$ cat config.mk
export PLATFORM = sky130hd
export DESIGN_NAME = flag_period_monitor_flat
export DESIGN_NICKNAME = d
export VERILOG_FILES = /design/src/rtl/flag_period_monitor_pkg.sv /design/src/rtl/flag_period_monitor_if.sv /design/src/rtl/flag_period_monitor_interval_cnt.sv /design/src/rtl/flag_period_monitor.sv /design/src/flat_wrapper.sv
export SDC_FILE = /design/constraint.sdc
export NUM_CORES = 1
export LEC_CHECK = 0
export CORE_MARGIN = 2
export CORE_UTILIZATION = 50
export DETAILED_ROUTE_END_ITERATION = 8
export GPL_ROUTABILITY_DRIVEN = 0
export PLACE_DENSITY = 0.71
export SYNTH_ARGS = -nofsm -noshare
export SYNTH_HDL_FRONTEND = slang
export SYNTH_HIERARCHICAL = 1
export SYNTH_SLANG_ARGS = --single-unit
$ cat constraint.sdc
create_clock -name i_sys_clk -period 2.9 [get_ports i_sys_clk]
set_input_delay 0.87 -clock i_sys_clk [delete_from_list [all_inputs] [get_ports i_sys_clk]]
set_output_delay 0.87 -clock i_sys_clk [all_outputs]
set_load 0.01 [all_outputs]
$ cat src/rtl/flag_period_monitor_pkg.sv
// Shared types and defaults for the flag period monitor.
//   state_t      : FSM encoding (IDLE / ACQ / LOCKED)
//   DEF_*        : default parameter values for the top and the interface
//   ERR_CNT_W    : width of the saturating error counter
//   sat_inc_err  : saturating increment for the error counter
package flag_period_monitor_pkg;

  typedef enum logic [1:0] {
    ST_IDLE   = 2'd0,
    ST_ACQ    = 2'd1,
    ST_LOCKED = 2'd2
  } state_t;

  localparam int DEF_DIV      = 6;
  localparam int DEF_LOCK_CNT = 4;
  localparam int DEF_TIMEOUT  = 24;
  localparam int DEF_CNT_W    = 8;
  localparam int ERR_CNT_W    = 8;

  function automatic logic [ERR_CNT_W-1:0] sat_inc_err(input logic [ERR_CNT_W-1:0] v);
    return (v == '1) ? v : v + ERR_CNT_W'(1);
  endfunction

endpackage

$ cat src/rtl/flag_period_monitor_if.sv
// Strobe-in / status-out bundle of the flag period monitor.
//   flag_in    : one-cycle strobe from the divider
//   period     : last measured strobe-to-strobe interval
//   period_vld : one-cycle pulse, period updated
//   locked     : high while the monitor is locked
//   err_pulse  : one-cycle pulse, wrong period while locked
//   timeout    : one-cycle pulse, strobe missing too long
//   err_cnt    : saturating error count
// master drives the strobe and observes status; slave is the monitor.
interface flag_period_monitor_if
  import flag_period_monitor_pkg::*;
#(
  parameter int CNT_W = DEF_CNT_W
) ();

  logic                 flag_in;
  logic [CNT_W-1:0]     period;
  logic                 period_vld;
  logic                 locked;
  logic                 err_pulse;
  logic                 timeout;
  logic [ERR_CNT_W-1:0] err_cnt;

  modport master (
    output flag_in,
    input  period, period_vld, locked, err_pulse, timeout, err_cnt
  );

  modport slave (
    input  flag_in,
    output period, period_vld, locked, err_pulse, timeout, err_cnt
  );

endinterface

$ cat src/rtl/flag_period_monitor_interval_cnt.sv
// Interval counter: cleared by each strobe, otherwise counts up and
// saturates at all-ones so a long-missing strobe can never wrap.
//   i_clk : clock
//   i_rst : synchronous active-high reset
//   i_clr : synchronous clear (the strobe)
//   o_cnt : cycles since the last strobe, minus one
module flag_interval_cnt #(
  parameter int CNT_W = 8
) (
  input  logic             i_clk,
  input  logic             i_rst,
  input  logic             i_clr,
  output logic [CNT_W-1:0] o_cnt
);

  logic [CNT_W-1:0] r_cnt;

  always_ff @(posedge i_clk) begin
    if (i_rst) begin
      r_cnt <= '0;
    end else if (i_clr) begin
      r_cnt <= '0;
    end else if (r_cnt != '1) begin
      r_cnt <= r_cnt + CNT_W'(1);
    end
  end

  assign o_cnt = r_cnt;

endmodule

$ cat src/rtl/flag_period_monitor.sv
// Flag period monitor: measures strobe-to-strobe intervals, compares them
// with DIV and declares lock after LOCK_CNT consecutive matches.
//   i_sys_clk : clock, all logic on the rising edge
//   i_sys_rst : synchronous active-high reset
//   mon       : slave side of flag_period_monitor_if (strobe in, status out)
// All outputs are registered; pulses follow the sampling edge of the strobe.
module flag_period_monitor
  import flag_period_monitor_pkg::*;
#(
  parameter int DIV      = DEF_DIV,
  parameter int LOCK_CNT = DEF_LOCK_CNT,
  parameter int TIMEOUT  = DEF_TIMEOUT,
  parameter int CNT_W    = DEF_CNT_W
) (
  input  logic                 i_sys_clk,
  input  logic                 i_sys_rst,
  flag_period_monitor_if.slave mon
);

  localparam int MATCH_W = $clog2(LOCK_CNT + 1);

  state_t               r_state,   w_state_nxt;
  logic [MATCH_W-1:0]   r_match,   w_match_nxt;
  logic [CNT_W-1:0]     r_period,  w_period_nxt;
  logic                 r_vld,     w_vld_nxt;
  logic                 r_locked;
  logic                 r_err,     w_err_nxt;
  logic                 r_to,      w_to_nxt;
  logic [ERR_CNT_W-1:0] r_err_cnt, w_err_cnt_nxt;

  logic [CNT_W-1:0]     w_cnt;
  logic [CNT_W-1:0]     w_interval;
  logic [MATCH_W-1:0]   w_match_inc;
  logic                 w_good;
  logic                 w_expired;

  flag_interval_cnt #(.CNT_W(CNT_W)) u_cnt (
    .i_clk (i_sys_clk),
    .i_rst (i_sys_rst),
    .i_clr (mon.flag_in),
    .o_cnt (w_cnt)
  );

  // cnt never exceeds TIMEOUT while a measurement is live, so cnt+1 fits.
  assign w_interval  = w_cnt + CNT_W'(1);
  assign w_good      = (w_interval == CNT_W'(DIV));
  assign w_match_inc = r_match + MATCH_W'(1);
  // A strobe on the timeout cycle wins; it is measured, not timed out.
  assign w_expired   = (w_cnt == CNT_W'(TIMEOUT)) && !mon.flag_in;

  always_ff @(posedge i_sys_clk) begin
    if (i_sys_rst) begin
      r_state   <= ST_IDLE;
      r_match   <= '0;
      r_period  <= '0;
      r_vld     <= 1'b0;
      r_locked  <= 1'b0;
      r_err     <= 1'b0;
      r_to      <= 1'b0;
      r_err_cnt <= '0;
    end else begin
      r_state   <= w_state_nxt;
      r_match   <= w_match_nxt;
      r_period  <= w_period_nxt;
      r_vld     <= w_vld_nxt;
      r_locked  <= (w_state_nxt == ST_LOCKED);
      r_err     <= w_err_nxt;
      r_to      <= w_to_nxt;
      r_err_cnt <= w_err_cnt_nxt;
    end
  end

  always_comb begin
    w_state_nxt   = r_state;
    w_match_nxt   = r_match;
    w_period_nxt  = r_period;
    w_vld_nxt     = 1'b0;
    w_err_nxt     = 1'b0;
    w_to_nxt      = 1'b0;
    w_err_cnt_nxt = r_err_cnt;
    case (r_state)
      ST_IDLE: begin
        // First strobe only provides the reference edge.
        if (mon.flag_in) begin
          w_state_nxt = ST_ACQ;
          w_match_nxt = '0;
        end
      end
      ST_ACQ: begin
        if (mon.flag_in) begin
          w_period_nxt = w_interval;
          w_vld_nxt    = 1'b1;
          if (w_good) begin
            w_match_nxt = w_match_inc;
            if (w_match_inc == MATCH_W'(LOCK_CNT)) begin
              w_state_nxt = ST_LOCKED;
            end
          end else begin
            w_match_nxt = '0;
          end
        end else if (w_expired) begin
          w_state_nxt = ST_IDLE;
          w_match_nxt = '0;
          w_to_nxt    = 1'b1;
        end
      end
      ST_LOCKED: begin
        if (mon.flag_in) begin
          w_period_nxt = w_interval;
          w_vld_nxt    = 1'b1;
          if (!w_good) begin
            w_state_nxt   = ST_ACQ;
            w_match_nxt   = '0;
            w_err_nxt     = 1'b1;
            w_err_cnt_nxt = sat_inc_err(r_err_cnt);
          end
        end else if (w_expired) begin
          w_state_nxt   = ST_IDLE;
          w_match_nxt   = '0;
          w_to_nxt      = 1'b1;
          w_err_cnt_nxt = sat_inc_err(r_err_cnt);
        end
      end
      default: begin
        w_state_nxt = ST_IDLE;
        w_match_nxt = '0;
      end
    endcase
  end

  assign mon.period     = r_period;
  assign mon.period_vld = r_vld;
  assign mon.locked     = r_locked;
  assign mon.err_pulse  = r_err;
  assign mon.timeout    = r_to;
  assign mon.err_cnt    = r_err_cnt;

endmodule

$ cat src/flat_wrapper.sv
// flat-port wrapper written by rule: the top's interface ports become plain ports
module flag_period_monitor_flat import flag_period_monitor_pkg::*;
#(
  parameter int DIV      = DEF_DIV,
  parameter int LOCK_CNT = DEF_LOCK_CNT,
  parameter int TIMEOUT  = DEF_TIMEOUT,
  parameter int CNT_W    = DEF_CNT_W
)
  (i_sys_clk, i_sys_rst, mon_flag_in, mon_period, mon_period_vld, mon_locked, mon_err_pulse, mon_timeout, mon_err_cnt);
  flag_period_monitor_if #(.CNT_W(CNT_W)) mon_i ();
  input  logic i_sys_clk;
  input  logic i_sys_rst;
  input wire logic [$bits(mon_i.flag_in)-1:0] mon_flag_in;
  output wire logic [$bits(mon_i.period)-1:0] mon_period;
  output wire logic [$bits(mon_i.period_vld)-1:0] mon_period_vld;
  output wire logic [$bits(mon_i.locked)-1:0] mon_locked;
  output wire logic [$bits(mon_i.err_pulse)-1:0] mon_err_pulse;
  output wire logic [$bits(mon_i.timeout)-1:0] mon_timeout;
  output wire logic [$bits(mon_i.err_cnt)-1:0] mon_err_cnt;
  assign mon_i.flag_in = mon_flag_in;
  assign mon_period = mon_i.period;
  assign mon_period_vld = mon_i.period_vld;
  assign mon_locked = mon_i.locked;
  assign mon_err_pulse = mon_i.err_pulse;
  assign mon_timeout = mon_i.timeout;
  assign mon_err_cnt = mon_i.err_cnt;
  flag_period_monitor #(.DIV(DIV), .LOCK_CNT(LOCK_CNT), .TIMEOUT(TIMEOUT), .CNT_W(CNT_W)) u_core (.i_sys_clk(i_sys_clk), .i_sys_rst(i_sys_rst), .mon(mon_i));
endmodule
==> flow_summary.yaml, run 1 <==
run_status:
  status: "finished clean"
detailed_routing:
  ant_nets: 0
  wl_um: 3970
  num_vias: 1658
  drcViolationCount: 0
  drt-initial-drc-count: 115
  routed_via_density: 5.64
  dr.pass1.iters: 4
  wl_per_cell_um: 13.5
global_route:
  grt_pass1_wl_um: 7120
  first_global_vias: 1555
  met2_usage_pct: 32.3
  globalRouteTotalUtil_pct: 21.4
  met1_usage_pct: 29.0
  grt_antenna_before_repair: 0
  grt_util_met3_pct: 4.11
  gr-total-overflow: 0
  busiest_layer: "met2"
  grt_max_degree: 16
synthesis:
  synth_edf_count: 0
  yosys_warnings: 6
  syn_inst: 219
  synth_top_area_share_pct: 34.8
  syn_area_per_cell_um2: 8.67
  synthTopCellsByCount: "dfxtp_1 (33), nor2_1 (23), nand2_1 (12), nand3_1 (12)"
  syn_area_mm2: 0.00190
  ys_seq_elements: 33
  async_reset_ff_share_pct: 0
  synth_nets: 233
  synth_top_area_cell: "dfxtp_1"
  yosysMostFrequentCell: "dfxtp_1"
  synthTopCellsByArea: "dfxtp_1 (35%), ha_1 (7.2%), nor2_1 (4.5%)"
  synth_cell_types: 60
  synth-seq-area-share_pct: 34.8
  ys.flop_type: "dfxtp_1"
critical_path:
  cp_data_arrival_time_ns: 2.56
  slowest_delay_ns: 0.64
  cp_slowest_cell: "dfxtp_1"
  cp-start-kind: "flip-flop"
  timing.critical_path.max_delay_family: "simple AND/OR/NAND/NOR gates"
  crit_chain: "nand3_4, o31a_1, nor4_2, nand4b_1, a21oi_1"
  crit_required_ns: 3.12
  critPathMaxFanout: 14
  r2r_cells: 5
  critPathKind: "reg2reg"
  cp-end-kind: "flip-flop"
  crit_buf_inv: 0
  crit_cells: 5
clock_tree:
  clockBufferDepth: 2
  clk_pin_slew_worst_paths_ns: 0.07
  cts-root-buf: "clkbuf_8"
  clkSinkCount: 33
  cts_setup_buffers: 0
  numCtsBuffers: 5
  cts_resized: 0
  cts_tree: "built"
  h-tree-depth: 2
  hold_buffers: 0
  clock_latency_ns: 0.29
timing:
  tns_ns: 0
  setup_viol: 0
  fin_skew_ns: 0.00670
  slew_headroom_pct: 58.8
  period_share_pct: 80.7
  slew_violations: 0
  worst_pin_slew_ns: 0.614
  worst_slack_ns: 0.559
  period_minus_slack_ns: 2.34
  max_freq_ghz: 0.427
  rsz0062_at_grt: "false"
  finalHoldViolations: 0
power_and_ir_drop:
  power_density_mw_per_mm2: 415
  switchingPower_mw: 0.224
  p_leak_nw: 0.803
  ir_drop_mv: 0.294
  clkPwrFrac_pct: 40.4
  total_power_mw: 0.944
  switching_share_pct: 23.7
  internal_power_mw: 0.720
  p_comb_share_pct: 9.4
  p_seq_share_pct: 50.2
placed_design:
  place_hpwl_um: 2850
  portBuffers: 22
  pre_cts_ws_ns: 0.327
  placed_area_mm2: 0.00217
flow_run:
  drv_cap: 0
floorplan:
  start_util_pct: 51.9
  rows: 22
  die_x_um: 65.6
  die_h_um: 65.6
  die_area_mm2: 0.00431
  fp.coreArea_mm2: 0.00366
  ios: 23
finish:
  fillCellCount: 343
  antenna_cells: 0
  area_delta_synth_final_pct: 19.8
  drive_gt1_share_pct: 13.0
  design_area_mm2: 0.00227
  final_nets: 259
min_path:
  hold_depth: 1
  hold_path.class: "reg2reg"
placed cells by master, fill, tap and decap left out, types with 5 or more instances in the layout:
| cell type | n |
|---|---|
| nor2_1 | 23 |
| a21oi_1 | 11 |
| inv_1 | 10 |
| ha_1 | 11 |
| clkbuf_8 | 7 |
| nand2_1 | 12 |
| buf_4 | 7 |
| dfxtp_1 | 33 |
| xor2_1 | 5 |
| nand4_1 | 5 |
| nand3_1 | 12 |
| nor3_1 | 6 |
| o21ai_0 | 8 |
| clkdlybuf4s50_1 | 22 |
| or4_1 | 5 |
kinds of logic (layout without fill, tap and decap cells):
logic type,Yosys count,in the layout,synth area share [%]
XOR/XNOR,5,5,2.31
AND/OR/NAND/NOR,97,97,30.6
multiplexers,4,4,2.31
adder cells (fa/ha/maj),11,11,7.25
flip-flops,33,33,34.8
buffers and inverters,20,47,5.07
AO/OA/AOI/OAI,49,49,17.7
stage by stage:
stage	hold WS [ns]	instances	util, %
3_3_place_gp	0.449	286	59.4
6_report	0.470	294	62.1
2_1_floorplan	0.432	219	-
3_5_place_dp	0.458	286	59.4
5_1_grt	0.497	294	62.1
4_1_cts	0.466	294	62.1
state kept, by name (all words and copies together), names as in the netlist, 2 cells and up:
name	count
u_core/u_cnt/o_cnt	8
u_core/r_match	3
u_core/mon.period	8
u_core/mon.err_cnt	8
u_core/r_state	2
worst paths after layout:
path / slack (ns) / end / start
max: 0.56 / u_core/r_match[0] / u_core/u_cnt/o_cnt[2]
min: 0.47 / u_core/r_match[2] / u_core/r_match[2]
max reg2reg: 0.56 / u_core/r_match[0] / u_core/u_cnt/o_cnt[2]
min reg2reg: 0.47 / u_core/r_match[2] / u_core/r_match[2]
routing by layer:
metal  routed length [um]  part of all wire [%]
met1                 1960                    49
met5                    0                     0
met3                  137                   3.4
met2                 1800                    45
met4                   70                   1.8
power by group through the flow:
stage	Sequential, mW	Clock (mW)	Combinational [mW]
3_5_place_dp	0.484	0	0.0884
3_3_place_gp	0.484	0	0.0876
4_1_cts	0.474	0.391	0.0888
5_1_grt	0.475	0.414	0.0995
2_1_floorplan	0.487	0	0.0491
6_report	0.474	0.382	0.0884
cell type report:
cell class                 instances  area, um^2  share of cell area (%)
multi-input combinational        166        1140                    50.2
sequential                        33         661                    29.0
timing repair buffer              29         273                    12.0
clock buffer                       7        96.3                    4.24
tap                               48        60.1                    2.64
inverter                          10        37.5                    1.65
clock inverter                     1        5.00                   0.220
(Power assumes the default switching activity.)
==> inputs of run 2 (changes only) <==
==> constraint.sdc (replaced) <==
create_clock -name i_sys_clk -period 2.2 [get_ports i_sys_clk]
set_input_delay 0.66 -clock i_sys_clk [delete_from_list [all_inputs] [get_ports i_sys_clk]]
set_output_delay 0.66 -clock i_sys_clk [all_outputs]
set_load 0.01 [all_outputs]
==> run 2 against run 1 <==
Against the previous run:
- fmax is 14% higher
- wire length shrank 0.10%
- first-iteration DRC count decreased by 21%
- hold slack got worse by 0.0047 ns
- register-to-register slack worse by 0.42 ns
- via count grew 3.3%
- clock-buffer cell count did not move
- sequential share of layout area is 0.66 points lower
- non-clock buffer count grew 9
- total power up 27%
- critical path type unchanged
- critical endpoint is now u_core/mon.err_cnt[0]
- largest power group unchanged
==> flow_summary.yaml, run 2 (synthesis gave the netlist of run 1 again) <==
run_status:
  status: "finished clean"
placed_design:
  placed_area_mm2: 0.00224
  placed_cells: 295
  portBuffers: 22
  pre_cts_ws_ns: -0.0719
  place_hpwl_um: 2820
timing:
  finalHoldViolations: 0
  slew_headroom_pct: 75.0
  worst_slack_ns: 0.141
  whs_ns: 0.465
  slew_violations: 0
  max_freq_ghz: 0.486
  fin_skew_ns: 0.00603
  worst_pin_slew_ns: 0.374
  period_share_pct: 93.6
  period_minus_slack_ns: 2.06
  setup_viol: 0
  rsz0062_at_grt: "false"
global_route:
  globalRouteTotalUtil_pct: 21.3
  grt_max_degree: 23
  grt_antenna_before_repair: 0
  first_global_vias: 1514
  grt_pass1_wl_um: 7120
  gr-total-overflow: 0
detailed_routing:
  drcViolationCount: 0
  num_vias: 1713
  wl_per_cell_um: 13.1
  wl_um: 3970
  drt-initial-drc-count: 91
  dr.pass1.iters: 5
  routed_via_density: 5.67
  ant_nets: 0
floorplan:
  die_x_um: 65.6
  rows: 22
  die_h_um: 65.6
  die_area_mm2: 0.00431
  ios: 23
  fp.coreArea_mm2: 0.00366
  start_util_pct: 51.9
critical_path:
  timing.critical_path.max_delay_family: "simple AND/OR/NAND/NOR gates"
  cp-end-kind: "flip-flop"
  critPathKind: "reg2reg"
  crit_required_ns: 2.37
  cp-start-kind: "flip-flop"
  crit_chain: "nand3_4, o31a_1, nor4_2, buf_4, nor2_1, mux2_1"
  crit_buf_inv: 1
  cp_slowest_cell: "dfxtp_1"
  cp_data_arrival_time_ns: 2.23
  critPathMaxFanout: 12
  slowest_delay_ns: 0.52
finish:
  area_delta_synth_final_pct: 22.5
  stdcell_count: 302
  layout_commonest_cell: "dfxtp_1"
  design_area_mm2: 0.00233
  fillCellCount: 318
  final_nets: 268
  final_util_pct: 63.6
  antenna_cells: 0
  drive_gt1_share_pct: 15.4
  layout_common_cells: "dfxtp_1 (33), nor2_1 (23), clkdlybuf4s50_1 (22)"
clock_tree:
  cts_resized: 0
  clockBufferDepth: 2
  numCtsBuffers: 5
  clock_latency_ns: 0.28
  cts_tree: "built"
  clkSinkCount: 33
  cts-root-buf: "clkbuf_8"
  cts_setup_buffers: 0
  h-tree-depth: 2
  clk_pin_slew_worst_paths_ns: 0.07
  hold_buffers: 0
min_path:
  hold_path.class: "reg2reg"
power_and_ir_drop:
  power_density_mw_per_mm2: 514
  ir_drop_mv: 0.258
  p_leak_nw: 0.840
flow_run:
  drv_cap: 0
run 2: final timing paths:
check,from,end,slack (ns),cells after the start
worst max-delay path,u_core/u_cnt/o_cnt[2],u_core/mon.err_cnt[0],0.14,6
worst min-delay path,u_core/mon.period[1],u_core/mon.period[1],0.46,2
worst max register to register,u_core/u_cnt/o_cnt[2],u_core/mon.err_cnt[0],0.14,6
worst min register to register,u_core/mon.period[1],u_core/mon.period[1],0.46,2
run 2: metal layers:
layer,up-vias,routed length (um),global-route usage [%]
met5,-,0,0
met4,0,63,8.59
met3,6,173,5.99
met2,47,1740,30.7
met1,786,1990,29.6
li1,874,-,-
run 2: through the flow:
stage | TNS (ns) | total power, mW
2_1_floorplan | 0 | 0.707
5_1_grt | 0 | 1.26
3_5_place_dp | -0.354 | 0.759
3_3_place_gp | -0.152 | 0.757
4_1_cts | 0 | 1.21
6_report | 0 | 1.20
run 2: report_power, final:
part / internal, mW / leakage, nW / total (mW) / switching (mW)
combinational: 0.0587 / 0.528 / 0.122 / 0.0637
clock: 0.248 / 0.0443 / 0.450 / 0.202
sequential: 0.612 / 0.267 / 0.624 / 0.0120
total: 0.919 / 0.840 / 1.20 / 0.277
run 2: cell type report:
cell class,instances,area [um^2],area share (%)
multi-input combinational,166,1140,49.1
sequential,33,661,28.4
timing repair buffer,38,340,14.6
clock buffer,7,86.3,3.71
tap,48,60.1,2.58
inverter,10,37.5,1.61
run 2: worst reg2reg max path: stages (launching register included):
cell,delay [ns]
dfxtp_1,0.52
nand3_4,0.17
o31a_1,0.38
nor4_2,0.27
buf_4,0.21
nor2_1,0.09
mux2_1,0.32
==> inputs of run 3 (changes only) <==
--- a/config.mk
+++ b/config.mk
@@ -9,7 +9,7 @@
 export CORE_UTILIZATION = 50
 export DETAILED_ROUTE_END_ITERATION = 8
 export GPL_ROUTABILITY_DRIVEN = 0
-export PLACE_DENSITY = 0.71
+export PLACE_DENSITY = 0.73
 export SYNTH_ARGS = -nofsm -noshare
 export SYNTH_HDL_FRONTEND = slang
 export SYNTH_HIERARCHICAL = 1
==> run 3 against run 2 <==
Against the previous run:
- combinational power about the same
- global-route usage fell by 0.40 points
- fmax up 2.2%
- worst setup slack better by 0.043 ns
- core utilization is 0.44 points higher
- cell count rose by 0.66%
- critical path depth unchanged
- largest power group unchanged
- clock power about the same
- register-to-register slack better by 0.04 ns
==> flow_summary.yaml, run 3 (synthesis gave the netlist of run 1 again) <==
power_and_ir_drop:
  ir_drop_mv: 0.379
  p_leak_nw: 0.851
  p_seq_share_pct: 52.0
  switching_share_pct: 23.4
  internal_power_mw: 0.920
  power_density_mw_per_mm2: 513
  clkPwrFrac_pct: 37.7
  switchingPower_mw: 0.281
  p_comb_share_pct: 10.3
timing:
  period_share_pct: 91.6
  whs_ns: 0.462
  rsz0062_at_grt: "false"
  worst_slack_ns: 0.184
  worst_pin_slew_ns: 0.374
  fin_skew_ns: 0.00592
  max_freq_ghz: 0.496
  finalHoldViolations: 0
  setup_viol: 0
  slew_headroom_pct: 75.0
  slew_violations: 0
  period_minus_slack_ns: 2.02
flow_run:
  drv_cap: 0
clock_tree:
  h-tree-depth: 2
  cts-root-buf: "clkbuf_8"
  clk_pin_slew_worst_paths_ns: 0.07
  clockBufferDepth: 2
  clkSinkCount: 33
  numCtsBuffers: 5
  cts_setup_buffers: 0
  clock_latency_ns: 0.28
  cts_resized: 0
  cts_tree: "built"
  hold_buffers: 0
critical_path:
  reg2reg_from: "u_core/u_cnt/o_cnt[3]"
  r2r_cells: 6
  slowest_delay_ns: 0.43
  worst-r2r-setup-slack_ns: 0.18
  reg2reg_to: "u_core/mon.err_cnt[5]"
  critPathMaxFanout: 12
  cp-start-kind: "flip-flop"
  cp-end-kind: "flip-flop"
  crit_chain: "nand2_1, nor4_4, nor4_2, buf_4, nor4_1, mux2_2"
  cp_slowest_cell: "dfxtp_1"
  critPathKind: "reg2reg"
  cp_data_arrival_time_ns: 2.19
  crit_required_ns: 2.38
finish:
  fillCellCount: 309
  design_area_mm2: 0.00234
  antenna_cells: 0
  layout_common_cells: "dfxtp_1 (32), nor2_1 (23), clkdlybuf4s50_1 (22)"
  drive_gt1_share_pct: 16.4
  area_delta_synth_final_pct: 23.4
  layout_commonest_cell: "dfxtp_1"
  final_util_pct: 64.0
  final_nets: 270
floorplan:
  start_util_pct: 51.9
  die_x_um: 65.6
  rows: 22
  ios: 23
  die_h_um: 65.6
  fp.coreArea_mm2: 0.00366
  die_area_mm2: 0.00431
detailed_routing:
  wl_per_cell_um: 13.2
  num_vias: 1724
  wl_um: 4000
  dr.pass1.iters: 4
  routed_via_density: 5.67
  drt-initial-drc-count: 113
  ant_nets: 0
  drcViolationCount: 0
placed_design:
  pre_cts_ws_ns: -0.0687
  place_hpwl_um: 2960
  placed_area_mm2: 0.00226
  portBuffers: 22
global_route:
  first_global_vias: 1612
  busiest_layer: "met2"
  globalRouteTotalUtil_pct: 20.9
  met2_usage_pct: 34.5
  grt_max_degree: 23
  gr-total-overflow: 0
  grt_antenna_before_repair: 0
  met1_usage_pct: 26.5
  grt_pass1_wl_um: 6980
  grt_util_met3_pct: 4.45
min_path:
  hp-start: "u_core/mon.period[1]"
  hold_path.class: "reg2reg"
  hold_path_end: "u_core/mon.period[1]"
  hold_depth: 2
run_status:
  status: "finished clean"
==> run 3: changes by cell type in the layout (fill, tap and decap cells not counted), sizes merged <==
| cell | before | now |
|---|---|---|
| buf | 16 | 18 |
==> run 3: how the worst max path moves through the flow <==
stage                           from                     to  cells past startpoint
6_report       u_core/u_cnt/o_cnt[3]  u_core/mon.err_cnt[5]                      6
5_1_grt        u_core/u_cnt/o_cnt[3]  u_core/mon.err_cnt[6]                      6
4_1_cts        u_core/u_cnt/o_cnt[1]      u_core/r_match[0]                      8
3_5_place_dp             mon_flag_in  u_core/mon.err_cnt[5]                      6
3_3_place_gp             mon_flag_in  u_core/mon.err_cnt[5]                      6
2_1_floorplan  u_core/u_cnt/o_cnt[4]  u_core/mon.err_cnt[0]                      6
==> run 3: layout make-up <==
type | count | area [um^2] | share of cell area [%]
timing repair buffer | 40 | 355 | 15.2
tap | 48 | 60.1 | 2.56
inverter | 10 | 37.5 | 1.60
multi-input combinational | 166 | 1140 | 48.7
sequential | 33 | 662 | 28.2
clock buffer | 7 | 86.3 | 3.68
==> run 3: power groups by stage <==
stage / sequential (mW) / combinational (mW) / clock (mW)
detailed placement: 0.638 / 0.123 / 0
CTS: 0.624 / 0.124 / 0.468
global route: 0.625 / 0.139 / 0.499
floorplan: 0.642 / 0.0648 / 0
global placement: 0.637 / 0.122 / 0
finish: 0.624 / 0.124 / 0.453
==> run 3: critical path, delay by kind of cell (launching register included) <==
family | cells | cell delay (ns)
buffers and inverters | 1 | 0.18
and+or+nand+nor | 4 | 0.93
DFF | 1 | 0.43
muxes | 1 | 0.36
==> run 3: per-layer routing <==
layer / vias to the layer above / wire (um)
met2: 37 / 1810
met5: - / 0
met3: 7 / 146
met1: 801 / 1990
met4: 0 / 58
li1: 879 / -
==> run 3: per-stage QoR <==
step	std cells	setup TNS [ns]	power (mW)
2_1_floorplan	219	0	0.707
3_3_place_gp	297	-0.250	0.759
3_5_place_dp	297	-0.386	0.761
4_1_cts	304	0	1.22
5_1_grt	304	0	1.26
6_report	304	0	1.20
